===== src/rtl/abs_diff_pkg.sv =====
// Shared definitions for the abs_diff_arb block.
//   - Result-register FSM state type (EMPTY / FULL).
//   - Default operand width and requester count.
//   - id_width(): requester-index width, never less than one bit.
package abs_diff_pkg;

  localparam int unsigned DefWidth  = 3;
  localparam int unsigned DefNumReq = 4;

  // EMPTY: result register idle (res_valid=0); FULL: result held (res_valid=1).
  typedef enum logic {
    EMPTY = 1'b0,
    FULL  = 1'b1
  } arb_state_e;

  function automatic int unsigned id_width(input int unsigned n);
    return (n > 1) ? $clog2(n) : 1;
  endfunction

endpackage


===== src/rtl/abs_diff_core.sv =====
// Purely combinational absolute-difference datapath shared by all requesters.
// Ports:
//   a, b  : unsigned operands, WIDTH bits
//   diff  : |a - b|, WIDTH bits (cannot overflow)
//   agtb  : 1 when a > b (0 when a == b)
module abs_diff_core
  import abs_diff_pkg::*;
#(
  parameter int unsigned WIDTH = DefWidth
) (
  input  logic [WIDTH-1:0] a,
  input  logic [WIDTH-1:0] b,
  output logic [WIDTH-1:0] diff,
  output logic             agtb
);

  always_comb begin
    agtb = (a > b);
    diff = agtb ? (a - b) : (b - a);
  end

endmodule


===== src/rtl/abs_diff_arb.sv =====
// Round-robin arbiter in front of one shared |A-B| datapath, with a single
// registered result slot (full throughput: drain and issue in the same cycle).
//
// Optional feature (macro ABS_DIFF_ARB_SAD_EN): per-requester saturating
// sum-of-absolute-differences accumulators; adds input req_first and widens
// res_data to WIDTH+8 bits.
//
// Ports:
//   clk, rst_n    : clock (rising edge), asynchronous active-low reset
//   req_valid     : per-requester request valid
//   req_ready     : per-requester accept (at most one bit high)
//   req_a, req_b  : packed operands, requester i in [i*WIDTH +: WIDTH]
//   req_first     : (SAD only) restart requester's accumulator on issue
//   res_valid     : result register holds a valid result
//   res_ready     : downstream accepts result
//   res_data      : |A-B| (or accumulated sum in SAD mode)
//   res_agtb      : A > B for the issued request
//   res_id        : index of the requester that produced the result
module abs_diff_arb
  import abs_diff_pkg::*;
#(
  parameter int unsigned WIDTH   = DefWidth,
  parameter int unsigned NUM_REQ = DefNumReq,
  localparam int unsigned IDW    = id_width(NUM_REQ),
`ifdef ABS_DIFF_ARB_SAD_EN
  localparam int unsigned RW     = WIDTH + 8
`else
  localparam int unsigned RW     = WIDTH
`endif
) (
  input  logic                     clk,
  input  logic                     rst_n,
  input  logic [NUM_REQ-1:0]       req_valid,
  output logic [NUM_REQ-1:0]       req_ready,
  input  logic [NUM_REQ*WIDTH-1:0] req_a,
  input  logic [NUM_REQ*WIDTH-1:0] req_b,
`ifdef ABS_DIFF_ARB_SAD_EN
  input  logic [NUM_REQ-1:0]       req_first,
`endif
  output logic                     res_valid,
  input  logic                     res_ready,
  output logic [RW-1:0]            res_data,
  output logic                     res_agtb,
  output logic [IDW-1:0]           res_id
);

  arb_state_e       state_q;
  logic             active_q;     // low on the first edge after reset release
  logic [IDW-1:0]   last_grant_q;
  logic [RW-1:0]    res_data_q;
  logic             res_agtb_q;
  logic [IDW-1:0]   res_id_q;

  logic [NUM_REQ-1:0] grant;
  logic [IDW-1:0]     grant_id;
  logic               can_issue;
  logic               issue;
  logic [WIDTH-1:0]   a_sel;
  logic [WIDTH-1:0]   b_sel;
  logic [WIDTH-1:0]   diff;
  logic               agtb;
  logic [RW-1:0]      res_next;

  // Rotating priority search starting just after the last granted requester.
  always_comb begin
    int unsigned idx_full;
    logic [IDW-1:0] idx;
    logic found;
    grant    = '0;
    grant_id = '0;
    found    = 1'b0;
    idx_full = 0;
    idx      = '0;
    for (int unsigned k = 0; k < NUM_REQ; k++) begin
      idx_full = (32'(last_grant_q) + 32'd1 + k) % NUM_REQ;
      idx      = IDW'(idx_full);
      if (!found && req_valid[idx]) begin
        found       = 1'b1;
        grant[idx]  = 1'b1;
        grant_id    = idx;
      end
    end
  end

  // active_q blocks issue during reset and on the release edge.
  assign can_issue = active_q & ((state_q == EMPTY) | res_ready);
  assign issue     = can_issue & (|req_valid);
  assign req_ready = can_issue ? grant : '0;

  // One-hot operand mux driven by the grant vector.
  always_comb begin
    a_sel = '0;
    b_sel = '0;
    for (int unsigned i = 0; i < NUM_REQ; i++) begin
      if (grant[i]) begin
        a_sel = req_a[i*WIDTH +: WIDTH];
        b_sel = req_b[i*WIDTH +: WIDTH];
      end
    end
  end

  abs_diff_core #(
    .WIDTH (WIDTH)
  ) u_core (
    .a    (a_sel),
    .b    (b_sel),
    .diff (diff),
    .agtb (agtb)
  );

`ifdef ABS_DIFF_ARB_SAD_EN
  logic [RW-1:0] acc_q [NUM_REQ];
  logic [RW-1:0] acc_base;
  logic [RW:0]   acc_sum;
  logic [RW-1:0] acc_new;

  always_comb begin
    logic first_sel;
    acc_base  = '0;
    first_sel = 1'b0;
    for (int unsigned i = 0; i < NUM_REQ; i++) begin
      if (grant[i]) begin
        acc_base  = acc_q[i];
        first_sel = req_first[i];
      end
    end
    if (first_sel) begin
      acc_base = '0;
    end
    acc_sum  = {1'b0, acc_base} + (RW+1)'(diff);
    acc_new  = acc_sum[RW] ? '1 : acc_sum[RW-1:0];
    res_next = acc_new;
  end

  always_ff @(posedge clk or negedge rst_n) begin
    if (!rst_n) begin
      for (int unsigned i = 0; i < NUM_REQ; i++) begin
        acc_q[i] <= '0;
      end
    end else begin
      for (int unsigned i = 0; i < NUM_REQ; i++) begin
        if (issue && grant[i]) begin
          acc_q[i] <= acc_new;
        end
      end
    end
  end
`else
  assign res_next = diff;
`endif

  // Result-slot FSM with registered outputs.
  always_ff @(posedge clk or negedge rst_n) begin
    if (!rst_n) begin
      state_q      <= EMPTY;
      active_q     <= 1'b0;
      last_grant_q <= IDW'(NUM_REQ - 1);
      res_data_q   <= '0;
      res_agtb_q   <= 1'b0;
      res_id_q     <= '0;
    end else begin
      active_q <= 1'b1;
      unique case (state_q)
        EMPTY: if (issue) state_q <= FULL;
        FULL:  if (res_ready && !issue) state_q <= EMPTY;
        default: state_q <= EMPTY;
      endcase
      if (issue) begin
        res_data_q   <= res_next;
        res_agtb_q   <= agtb;
        res_id_q     <= grant_id;
        last_grant_q <= grant_id;
      end
    end
  end

  assign res_valid = (state_q == FULL);
  assign res_data  = res_data_q;
  assign res_agtb  = res_agtb_q;
  assign res_id    = res_id_q;

endmodule


===== config.mk =====
export PLATFORM = sky130hd
export DESIGN_NAME = abs_diff_arb
export DESIGN_NICKNAME = d
export VERILOG_FILES = /design/src/rtl/abs_diff_pkg.sv /design/src/rtl/abs_diff_core.sv /design/src/rtl/abs_diff_arb.sv
export SDC_FILE = /design/constraint.sdc
export NUM_CORES = 1
export LEC_CHECK = 0
export BUFFER_PORTS_ARGS = -buffer_cell sky130_fd_sc_hd__buf_2
export CORE_ASPECT_RATIO = 2
export CORE_UTILIZATION = 45
export CTS_CLUSTER_DIAMETER = 50
export CTS_CLUSTER_SIZE = 8
export DETAILED_ROUTE_END_ITERATION = 16
export PLACE_DENSITY_LB_ADDON = 0.08
export REMOVE_ABC_BUFFERS = 1
export SLEW_MARGIN = 10
export SYNTH_ARGS = -nofsm -noshare
export SYNTH_HDL_FRONTEND = slang
export SYNTH_SLANG_ARGS = --single-unit

===== constraint.sdc =====
create_clock -name clk -period 9.3 [get_ports clk]
set_input_delay 1.395 -clock clk [delete_from_list [all_inputs] [get_ports clk]]
set_output_delay 1.395 -clock clk [all_outputs]
set_load 0.02 [all_outputs]

# --- Word level (Yosys, flattened, before mapping) ---
# Index checks and enable logic that the tools add are counted.
# Widths: inputs -> output; s select.
word_totals:
  inputBits: 31
  register_bits: 10
  output_inout_bits: 11
  word_cells: 81
op_classes:
  n_bitwise: 7
  addsub: 6
  order_cmp: 9
  n_mux: 40
  reduce_logical: 13
op_table:
  columns: ["cell", "n"]
  rows:
  - ["$mux 3", 9]
  - ["$mux 4", 5]
  - ["$mux 1", 13]
  - ["$lt 2x3->1 const B", 4]
  - ["$or 4x4->4", 3]
  - ["$bmux 1 s2", 4]
  - ["$demux 1 s2", 4]
  - ["$ge 2x1->1 const B", 4]
  - ["$logic_and 1x1->1", 8]
  - ["$mux 2", 4]
  - ["$sub 3x3->3", 2]
  - ["$add 2x1->2 const B", 2]
  - ["$add 2x2->2 const B", 2]
  - ["$logic_not 1->1", 4]
  - ["$reduce_or 4->1", 1]
  - ["$gt 3x3->1", 1]
  - ["$and 1x1->1", 2]
  - ["$pmux 1 s2", 1]
  - ["$not 1->1", 1]
  - ["$or 1x1->1", 1]

# --- Logic depth before layout (Yosys ltp) ---
# Gate-level depths: netlist (run 1).
logic_depth:
  word_depth: 19
  depth_mapped: 18
  ltp_nobuf: 15

# --- Hierarchy ---
# Synthesis (run 1) repeated with hierarchy kept, for this count alone.
unflattened:
  cells_unflattened: 172
  area_unflattened_um2: 1495.2
by_module_without_submodules:
  columns: ["mod", "area_each_um2", "seq_area_each_um2", "n_inst", "cells_per_inst"]
  rows:
  - ["abs_diff_arb", 1238.7, 252.7, 1, 141]
  - ["abs_diff_core", 256.5, 0.0, 1, 31]

# --- Worst setup path before layout (run 1) ---
# No wires, ideal clock.
synth_path:
  kind: "in2reg"
  startpoint: "in req_valid[2]"
  endpoint: "reg res_data_q[2], in the netlist res_data[2]"
  t_required_ns: 9.164
  path_stages: 13
  setup_slack_ns: 4.667
  arrival_ns: 4.498
  cell_sequence: "mux4_2 -> a21o_1 -> a32o_1 -> a221oi_4 -> mux2_4 -> o221a_1 -> ha_1 -> nor2b_1 -> o21ai_0 -> a32oi_1 -> mux2i_1 -> xor2_1 -> o21ai_0"
synth_between:
  elab_chain_len: 18
  word_cells_on_any_way: 38
synth_lines:
  columns: ["element", "line_no", "text"]
  rows:
  - ["start, declared", "abs_diff_arb.sv:33", "input logic [NUM_REQ-1:0] req_valid,"]
  - ["$bmux 1 s2", "abs_diff_arb.sv:77", "if (!found && req_valid[idx]) begin"]
  - ["$mux 1 (implied by the code)", "abs_diff_arb.sv:77", null]
  - ["$mux 1", "abs_diff_arb.sv:77", null]
  - ["$logic_not 1->1", "abs_diff_arb.sv:77", null]
  - ["$logic_and 1x1->1", "abs_diff_arb.sv:77", null]
  - ["$mux 1", "abs_diff_arb.sv:77", null]
  - ["$logic_not 1->1", "abs_diff_arb.sv:77", null]
  - ["$logic_and 1x1->1", "abs_diff_arb.sv:77", null]
  - ["$mux 1", "abs_diff_arb.sv:77", null]
  - ["$logic_not 1->1", "abs_diff_arb.sv:77", null]
  - ["$logic_and 1x1->1", "abs_diff_arb.sv:77", null]
  - ["$mux 4", "abs_diff_arb.sv:77", null]
  - ["$mux 3 (4 in series)", "abs_diff_arb.sv:95", "if (grant[i]) begin"]
  - ["$sub 3x3->3 or $gt 3x3->1 (tied branches)", "abs_diff_core.sv:19, abs_diff_core.sv:18", null]
  - ["$mux 3", "abs_diff_core.sv:19", "diff = agtb ? (a - b) : (b - a);"]
  - ["end signal, assigned", "abs_diff_arb.sv:169", "res_data_q <= res_next;"]
  - ["end, declared", "abs_diff_arb.sv:50", "logic [RW-1:0] res_data_q;"]
# Several ways; a longest one is shown, not always the timed one. The select of a mux whose other input is x is not followed.
# A chain may end at the register's enable or synchronous reset.

# --- Worst setup path in the final report (run 1) ---
layout_path:
  startpoint: "reg last_grant_q[0]"
  endpoint: "reg res_data_q[2], in the netlist res_data[2]"
layout_between:
  elab_chain_len: 19
  word_cells_on_any_way: 60
layout_lines:
  columns: ["element", "line_no", "text"]
  rows:
  - ["start, declared", "abs_diff_arb.sv:49", "logic [IDW-1:0] last_grant_q;"]
  - ["start signal, assigned", "abs_diff_arb.sv:157", "last_grant_q <= IDW'(NUM_REQ - 1);"]
  - ["start signal, assigned", "abs_diff_arb.sv:172", "last_grant_q <= grant_id;"]
  - ["$add 2x1->2 *", "abs_diff_arb.sv:75", "idx_full = (32'(last_grant_q) + 32'd1 + k) % NUM_REQ;"]
  - ["branches (longest 11 deep; another with $lt 2x3->1)", null, null]
  - ["$mux 4 *", "abs_diff_arb.sv:77", null]
  - ["$mux 3 (4 in series)", "abs_diff_arb.sv:95", null]
  - ["$sub 3x3->3 or $gt 3x3->1 (tied branches)", "abs_diff_core.sv:19, abs_diff_core.sv:18", null]
  - ["$mux 3 *", "abs_diff_core.sv:19", null]
# Mark *: on every way between the ends. The select of a mux whose other input is x is not followed.

==> flow_summary.yaml, run 1 <==
sta:
  fmax_mhz: 201
  setup_viol: 0
  relSlewSlack_pct: 51.7
  tightest_slew_ns: 0.719
  drv_slew: 0
  fin_crit_sh_pct: 53.6
  setup_slack_ns: 4.32
  rsz0062_at_grt: "false"
  fin_skew_ns: 0.00251
  period_minus_slack_ns: 4.98
  hold_violations: 0
  tns_ns: 0
logic_synthesis:
  synth_ff_type: "dfrtp_1"
  synth-compound-area-share_pct: 30.3
  synth_adder_area_share_pct: 12.7
  synth_top_area_share_pct: 14.3
  synth_xor_area_share_pct: 0.624
  ys_types: 54
  synthTopCellsByArea: "dfrtp_1 (14%), ha_1 (9.8%), mux2_4 (5.3%)"
  synthesis.area_um2: 1400
  ys_ff_latch: 10
  synth-seq-area-share_pct: 18.0
  synth_mux_area_share_pct: 18.1
  syn_inst: 144
  ys_async_sr_fraction_pct: 100
  yosys.area_share.simple_pct: 15.2
  ys_warn_count: 0
  synth_area_per_cell_um2: 9.75
  yosysTopAreaCell: "dfrtp_1"
  synth_top_family_by_area: "compound AO/OA/AOI/OAI gates"
  synth_edf_count: 0
critical_path:
  endpoint: "res_data[2]"
  cp.required_ns: 9.39
  reg2reg_depth: 15
  reg2reg_slack_ns: 4.32
  endpoint_kind: "flop"
  critical_path_class: "flop to flop"
  rr_startpoint: "last_grant_q[0]"
  arrival_ns: 5.07
  timing.rr.end: "res_data[2]"
  slowest_delay_ns: 0.73
  worstSetupStartpoint: "last_grant_q[0]"
  cp_max_fo: 14
  slowest_stage: "dfstp_2"
  critPathLaunchType: "flop"
  path_cells: "inv_1 -> ha_1 -> or2_0 -> mux2i_2 -> nor3b_2 -> a221oi_2 -> nand2b_1 -> o221a_1 -> ha_1 -> nor2b_1 -> o21ai_0 -> a32oi_1 -> mux2i_1 -> xor2_1 -> o21ai_0"
route:
  drtPass1Iterations: 4
  ant_nets: 0
  totalWireLength_um: 3430
  dr_total_vias: 1292
  drt_iter0_drc: 39
  wl_per_cell_um: 16.1
  drc_errors: 0
  via_per_inst: 6.07
floorplan:
  initial_core_util_pct: 47.1
  dieArea_um2: 3360
  rows: 28
  fp.dieH_um: 81.0
  io_pins: 42
  die_w_um: 41.5
  fp.coreArea_um2: 2980
status:
  status: "completed"
clocking:
  h-tree-depth: 1
  cts_hold_buf: 0
  post_cts_buffers: 0
  cts_buffer_depth: 2
  cts_tree: "built"
  postCtsResizedCells: 0
  clk_latency_ns: 0.23
  clock-sinks: 10
  numCtsBuffers: 3
  cts_root_buf: "clkbuf_8"
  path_clk_slew_ns: 0.05
grt:
  antenna_found_initial: 0
  grt_max_degree: 16
  grt_pass1_vias: 1263
  overflow: 0
  grt_pass1_wl_um: 5740
  grt_use_total_pct: 21.7
placed_design:
  dp_hpwl_um: 2910
  pre_cts_slack_ns: 4.12
  port_buffers: 41
  dpl_cell_area_um2: 1610
  gp_congestion: 0.855
cells_and_area:
  final_util_pct: 55.7
  area_delta_synth_final_pct: 18.1
  antennaDiodeCount: 0
  nets: 228
  drive_above_1_share_pct: 45.4
  final_area_um2: 1660
flow_run:
  cap_violations: 0
min_path:
  worstHoldPathType: "flop to flop"
how the worst min path moves through the flow:
stage,start,endpoint,cells past startpoint
5_1_grt,res_data[0],res_data[0],2
2_1_floorplan,last_grant_q[1],last_grant_q[1],2
3_5_place_dp,res_data[1],res_data[1],2
4_1_cts,res_data[1],res_data[1],2
6_report,res_data[1],res_data[1],2
3_3_place_gp,res_id[0],res_id[0],1
layout make-up:
cell class | count | area, um^2
Tap cell | 30 | 37.5
Sequential cell | 10 | 253
Multi-Input combinational cell | 119 | 1080
Clock buffer | 4 | 45.0
Fill cell | 297 | 1320
Timing Repair Buffer | 41 | 205
Inverter | 9 | 33.8
worst max-delay path: cells and delay by family, from the launching register on:
kind | cells | cell delay [ns]
compound gates | 5 | 1.48
xor+xnor | 1 | 0.15
fa+ha+maj | 2 | 0.62
buf+inv | 1 | 0.21
flops | 1 | 0.73
mux | 2 | 0.68
simple gates | 4 | 0.95
per-layer routing:
| layer | track usage, % | routed length, um | up-vias |
|---|---|---|---|
| li1 | - | - | 635 |
| met3 | 1.56 | 66 | 8 |
| met5 | 0 | 0 | - |
| met1 | 21.6 | 1170 | 616 |
| met4 | 7.42 | 72 | 0 |
| met2 | 45.0 | 2110 | 33 |
through the flow:
stage / cells / hold WS [ns]
global placement: 209 / 0.459
CTS: 213 / 0.479
detailed placement: 209 / 0.469
finish: 213 / 0.477
global route: 213 / 0.505
floorplan: 138 / 0.556
state kept, by name, indices dropped and copies added, names as in the netlist:
| register | flops |
|---|---|
| res_agtb | 1 |
| res_data | 3 |
| last_grant_q | 2 |
| res_valid | 1 |
| res_id | 2 |
| active_q | 1 |
cells in the final DEF, fill, tap and decap left out, types with 2 or more instances in the layout:
| cell | count |
|---|---|
| a211oi_1 | 2 |
| a21o_1 | 2 |
| a21oi_1 | 4 |
| a221oi_1 | 2 |
| a221oi_2 | 3 |
| a31o_2 | 2 |
| buf_2 | 41 |
| clkbuf_8 | 3 |
| dfrtp_1 | 8 |
| dfstp_2 | 2 |
| fa_1 | 2 |
| ha_1 | 11 |
| inv_1 | 9 |
| mux2_2 | 5 |
| mux2_4 | 5 |
| mux2i_1 | 5 |
| mux2i_2 | 2 |
| mux4_2 | 2 |
| nand2_1 | 8 |
| nand2b_1 | 2 |
| nor2_1 | 8 |
| nor3_1 | 3 |
| o21ai_0 | 5 |
| o221a_1 | 4 |
| o221ai_1 | 5 |
| o31a_2 | 5 |
| or2_2 | 7 |
cell families (layout without fill, tap and decap cells):
logic type / Yosys count / in the layout
simple gates: 39 / 39
other cells: 1 / 1
mux: 19 / 19
flops: 10 / 10
buf+inv: 15 / 54
xor+xnor: 1 / 1
compound gates: 46 / 46
fa+ha+maj: 13 / 13
cells in the mapped netlist (2+ instances only):
| cell type | count |
|---|---|
| mux2i_1 | 5 |
| or2_2 | 7 |
| a211oi_1 | 2 |
| nor2_1 | 8 |
| o31a_2 | 5 |
| mux4_2 | 2 |
| a221oi_1 | 2 |
| dfrtp_1 | 8 |
| a21o_1 | 2 |
| o221a_1 | 4 |
| a221oi_2 | 3 |
| clkbuf_1 | 2 |
| mux2_2 | 5 |
| nor3_1 | 3 |
| nand2b_1 | 2 |
| o21ai_0 | 5 |
| a31o_2 | 2 |
| o221ai_1 | 5 |
| mux2_4 | 5 |
| nand2_1 | 8 |
| dfstp_2 | 2 |
| a21oi_1 | 4 |
| fa_1 | 2 |
| ha_1 | 11 |
| inv_1 | 9 |
| mux2i_2 | 2 |
| buf_2 | 2 |
Power of run 1 is left out: the tool's default activity adds up to more than one toggle a clock period on the data nets, which glitch-free logic cannot reach.
==> run 2, diff against run 1 <==
- clock period: 9.3 -> 4.3 ns (I/O delays scaled with it)
==> run 2 against run 1 <==
Net effect: critical path depth is the same; die area stayed put; core utilization grew 7.0 points; clock-buffer cell count did not move; worst hold slack lost 0.22 ns; largest cell class unchanged; design area is 13% higher; cell count increased by 7.0%; maximum frequency increased by 20%; sequential share of layout area down 1.7 points.
==> flow_summary.yaml, run 2 (synthesized netlist as in run 1, its figures left out) <==
cells_and_area:
  multiInputGateArea_um2: 1160
  area_delta_synth_final_pct: 32.9
  register_area_um2: 253
  antennaDiodeCount: 0
  fillers: 245
  drive_above_1_share_pct: 55.1
  final_common_cell: "buf_2"
  largest_reg_flops: 3
  final_cell_mix: "buf_2 (41), buf_4 (14), nor2_1 (8), dfrtp_1 (8)"
  final_cells: 228
  nets: 243
critical_path:
  path_cells: "clkinvlp_4 -> ha_1 -> or2_2 -> or4_4 -> a211oi_2 -> buf_4 -> o31a_1 -> mux2i_1 -> a221oi_2 -> ha_1 -> a32oi_1 -> buf_4 -> buf_4 -> mux2i_1 -> o21ai_0"
  reg2reg_slack_ns: 0.14
  slowest_delay_ns: 0.56
  arrival_ns: 4.25
  cp.required_ns: 4.39
  critical_path_class: "flop to flop"
  critPathLaunchType: "flop"
  cp_num_buf_inv: 4
  cp_max_fo: 7
  cp_common_cell: "buf_4"
  path_delay_family: "compound AO/OA/AOI/OAI gates"
  endpoint_kind: "flop"
  slowest_stage: "dfstp_2"
status:
  status: "completed"
grt:
  antenna_found_initial: 0
  grt_use_total_pct: 22.1
  overflow: 0
  grt_pass1_wl_um: 5800
  grt_max_degree: 16
  grt_pass1_vias: 1295
sta:
  fin_crit_sh_pct: 96.8
  drv_slew: 0
  setup_viol: 0
  tightest_slew_ns: 0.654
  hold_violations: 0
  setup_slack_ns: 0.136
  period_minus_slack_ns: 4.16
  fin_skew_ns: 0.000578
  fmax_mhz: 240
  relSlewSlack_pct: 56.0
route:
  ant_nets: 0
  drt_iter0_drc: 20
  via_per_inst: 6.03
  totalWireLength_um: 3870
  dr_total_vias: 1375
  drtPass1Iterations: 4
  wl_per_cell_um: 17.0
  drc_errors: 0
placed_design:
  gp_congestion: 0.878
  pre_cts_slack_ns: 0.0583
  dp_hpwl_um: 3140
  dp.cells: 219
  port_buffers: 41
floorplan:
  fp.dieH_um: 81.0
  io_pins: 42
  rows: 28
  fp.coreArea_um2: 2980
  die_w_um: 41.5
  dieArea_um2: 3360
  initial_core_util_pct: 47.1
clocking:
  cts_hold_buf: 0
  cts_buffer_depth: 2
  path_clk_slew_ns: 0.05
  h-tree-depth: 1
  cts_root_buf: "clkbuf_8"
  numCtsBuffers: 3
  clock-sinks: 10
  clk_latency_ns: 0.23
  cts_tree: "built"
min_path:
  worstHoldPathType: "primary input to async pin"
flow_run:
  cap_violations: 0
-- run 2: area by class of cell --
type                       instances  area share [%]
inverter                           9            2.01
tap                               30            2.01
clock buffer                       4            2.95
timing repair buffer              56            17.2
multi-input combinational        119            62.2
sequential                        10            13.5
-- run 2: path summary, 6_finish.rpt --
check / from / end / depth (start not counted)
min in group clk: res_id[0] / res_id[0] / 1
setup reg to reg: last_grant_q[0] / res_data[1] / 15
hold reg to reg: res_id[0] / res_id[0] / 1
max in group asynchronous: rst_n / last_grant_q[0] / 1
setup / recovery: last_grant_q[0] / res_data[1] / 15
hold / removal: rst_n / res_id[0] / 1
-- run 2: what timing repair did --
action                                  4_1_cts  5_1_grt
endpoints found under the setup margin        0        3
buffers inserted                              0        5
gates resized for setup                       0       17
-- run 2: per-layer routing --
metal	wire length [um]	share of wire, %	global-route usage [%]
met2	2390	62	48.1
met5	0	0	0
met3	58	1.5	0.889
met4	79	2.0	7.10
met1	1340	35	20.6
-- run 2: metrics by stage --
step / cell area (um^2) / hold slack (ns) / TNS, ns / util (%)
after global placement: 1690 / 0.461 / 0 / 56.7
after floorplan: 1370 / 0.349 / -0.0897 / -
final: 1870 / 0.262 / 0 / 62.6
after detailed placement: 1690 / 0.463 / 0 / 56.7
after global routing: 1870 / 0.269 / -0.0839 / 62.6
after CTS: 1740 / 0.266 / 0 / 58.5
Power of run 2 is left out for the same reason.
==> run 3, diff against run 2 <==
- ABC_AREA: default -> 1
==> run 3 against run 2 <==
Net effect: synthesized cell count increased by 38%; worst hold slack got worse by 0.0058 ns; register-to-register slack gained 0.47 ns; sequential share of layout area rose by 2.5 points; area after synthesis fell by 7.3%; die area is 7.0% lower; worst setup slack better by 0.47 ns; clock-buffer cell count is the same; core utilization shrank 5.1 points; design area decreased by 16%; wire length fell by 9.0%; clock skew up 0.00064 ns; critical endpoint is now res_data[2]; largest cell class unchanged.
==> flow_summary.yaml, run 3 <==
sta:
  hold_violations: 0
  rsz0062_at_grt: "false"
  relSlewSlack_pct: 59.3
  tightest_slew_ns: 0.603
  period_minus_slack_ns: 3.69
  fin_crit_sh_pct: 85.9
  tns_ns: 0
  setup_viol: 0
  drv_slew: 0
  fmax_mhz: 271
  fin_skew_ns: 0.00121
grt:
  overflow: 0
  grt_pass1_wl_um: 5800
  grt_pass1_vias: 1404
  grt_max_degree: 14
  grt_use_total_pct: 26.2
  antenna_found_initial: 0
clocking:
  numCtsBuffers: 3
  postCtsResizedCells: 0
  cts_buffer_depth: 2
  post_cts_buffers: 0
  cts_root_buf: "clkbuf_8"
  clock-sinks: 10
  path_clk_slew_ns: 0.05
  clk_latency_ns: 0.24
  cts_hold_buf: 0
  cts_tree: "built"
  h-tree-depth: 1
placed_design:
  dp_hpwl_um: 2950
  port_buffers: 41
  gp_congestion: 0.843
critical_path:
  arrival_ns: 3.87
  reg2reg_slack_ns: 0.61
  rr_startpoint: "last_grant_q[0]"
  cp.required_ns: 4.48
  critPathLaunchType: "flop"
  worstSetupStartpoint: "last_grant_q[0]"
  endpoint_kind: "flop"
  cp_max_fo: 13
  critical_path_class: "flop to flop"
logic_synthesis:
  ys_types: 27
  synth-compound-area-share_pct: 17.1
  synth_xor_area_share_pct: 0.673
  synth_ff_type: "dfrtp_1"
  ys_async_sr_fraction_pct: 100
  yosys.area_share.simple_pct: 35.7
  yosysTopAreaCell: "nand2_1"
  ys_ff_latch: 10
  syn_inst: 198
  synth-seq-area-share_pct: 19.4
  synth_edf_count: 0
  synth_adder_area_share_pct: 13.7
  synth_top_area_share_pct: 16.2
  synth_common_cells: "nand2_1 (56), inv_1 (33), nand3_1 (22)"
  yosysMostFrequentCell: "nand2_1"
  synth_top_family_by_area: "simple AND/OR/NAND/NOR gates"
  synthTopCellsByArea: "nand2_1 (16%), dfrtp_1 (15%), ha_1 (11%)"
  synth_mux_area_share_pct: 0.769
  synthesis.area_um2: 1300
  synth_area_per_cell_um2: 6.57
  ys_warn_count: 0
floorplan:
  initial_core_util_pct: 47.6
  rows: 27
  fp.coreArea_um2: 2740
  fp.dieH_um: 78.1
  dieArea_um2: 3120
  die_w_um: 40.0
  io_pins: 42
route:
  wl_per_cell_um: 13.0
  drt_iter0_drc: 33
  totalWireLength_um: 3520
  dr_total_vias: 1418
  drc_errors: 0
  drtPass1Iterations: 4
  ant_nets: 0
  via_per_inst: 5.25
cells_and_area:
  drive_above_1_share_pct: 29.9
  antennaDiodeCount: 0
  largest_reg_flops: 3
  register_area_um2: 253
  multiInputGateArea_um2: 887
  area_delta_synth_final_pct: 21.1
  final_common_cell: "nand2_1"
  final_cell_mix: "nand2_1 (56), buf_2 (41), inv_1 (33)"
  nets: 286
  fillers: 302
min_path:
  worstHoldPathType: "primary input to async pin"
flow_run:
  cap_violations: 0
status:
  status: "completed"
-- run 3: path summary, 6_finish.rpt --
path	to	depth (start not counted)
worst min register to register	res_data[2]	2
max in group asynchronous	last_grant_q[0]	1
worst max-delay path	res_data[2]	20
worst max register to register	res_data[2]	20
worst min-delay path	active_q	1
min in group clk	res_data[2]	2
-- run 3: cells by family after synthesis --
logic type,count (synthesis)
flops,10
compound gates,36
xor+xnor,1
simple gates,98
buf+inv,38
other cells,1
mux,1
fa+ha+maj,13
-- run 3: metal layers --
metal	global-route usage, %	share of wire [%]	vias to the layer above
li1	-	-	720
met1	26.0	34	640
met2	48.5	58	41
met3	1.98	2.6	17
met4	12.4	4.7	0
met5	0	0	-
-- run 3: worst max-delay path: stages, from the launching register on --
cell and delay (ns):
dfstp_2 0.62, inv_2 0.12, ha_1 0.36, inv_1 0.13, nand3_1 0.10, nand2_2 0.15, nor2_2 0.10, nand3_1 0.11
nand3_2 0.27, a21oi_1 0.21, nand2_1 0.11, nand2_1 0.07, nand2_1 0.09, ha_1 0.31, nand2_1 0.06, o21ai_0 0.20
nand2_1 0.13, mux2i_1 0.20, xnor2_1 0.14, nand2_1 0.07, nand2_1 0.08
-- run 3: final cells by class --
| type | instances | share of cell area [%] |
|---|---|---|
| Clock buffer | 4 | 3.49 |
| Inverter | 36 | 8.82 |
| Multi-Input combinational cell | 150 | 56.3 |
| Sequential cell | 10 | 16.0 |
| Tap cell | 29 | 2.30 |
| Timing Repair Buffer | 41 | 13.0 |
-- run 3: per-stage QoR --
stage	setup slack [ns]	cell area (um^2)	std cells	util (%)	hold WS, ns
6_report	0.607	1580	270	57.6	0.256
5_1_grt	0.231	1580	270	57.6	0.273
4_1_cts	0.589	1580	270	57.6	0.256
3_5_place_dp	0.614	1520	266	55.6	0.475
3_3_place_gp	0.692	1520	266	55.6	0.473
2_1_floorplan	1.07	1280	196	-	0.349
Power of run 3 is left out for the same reason.
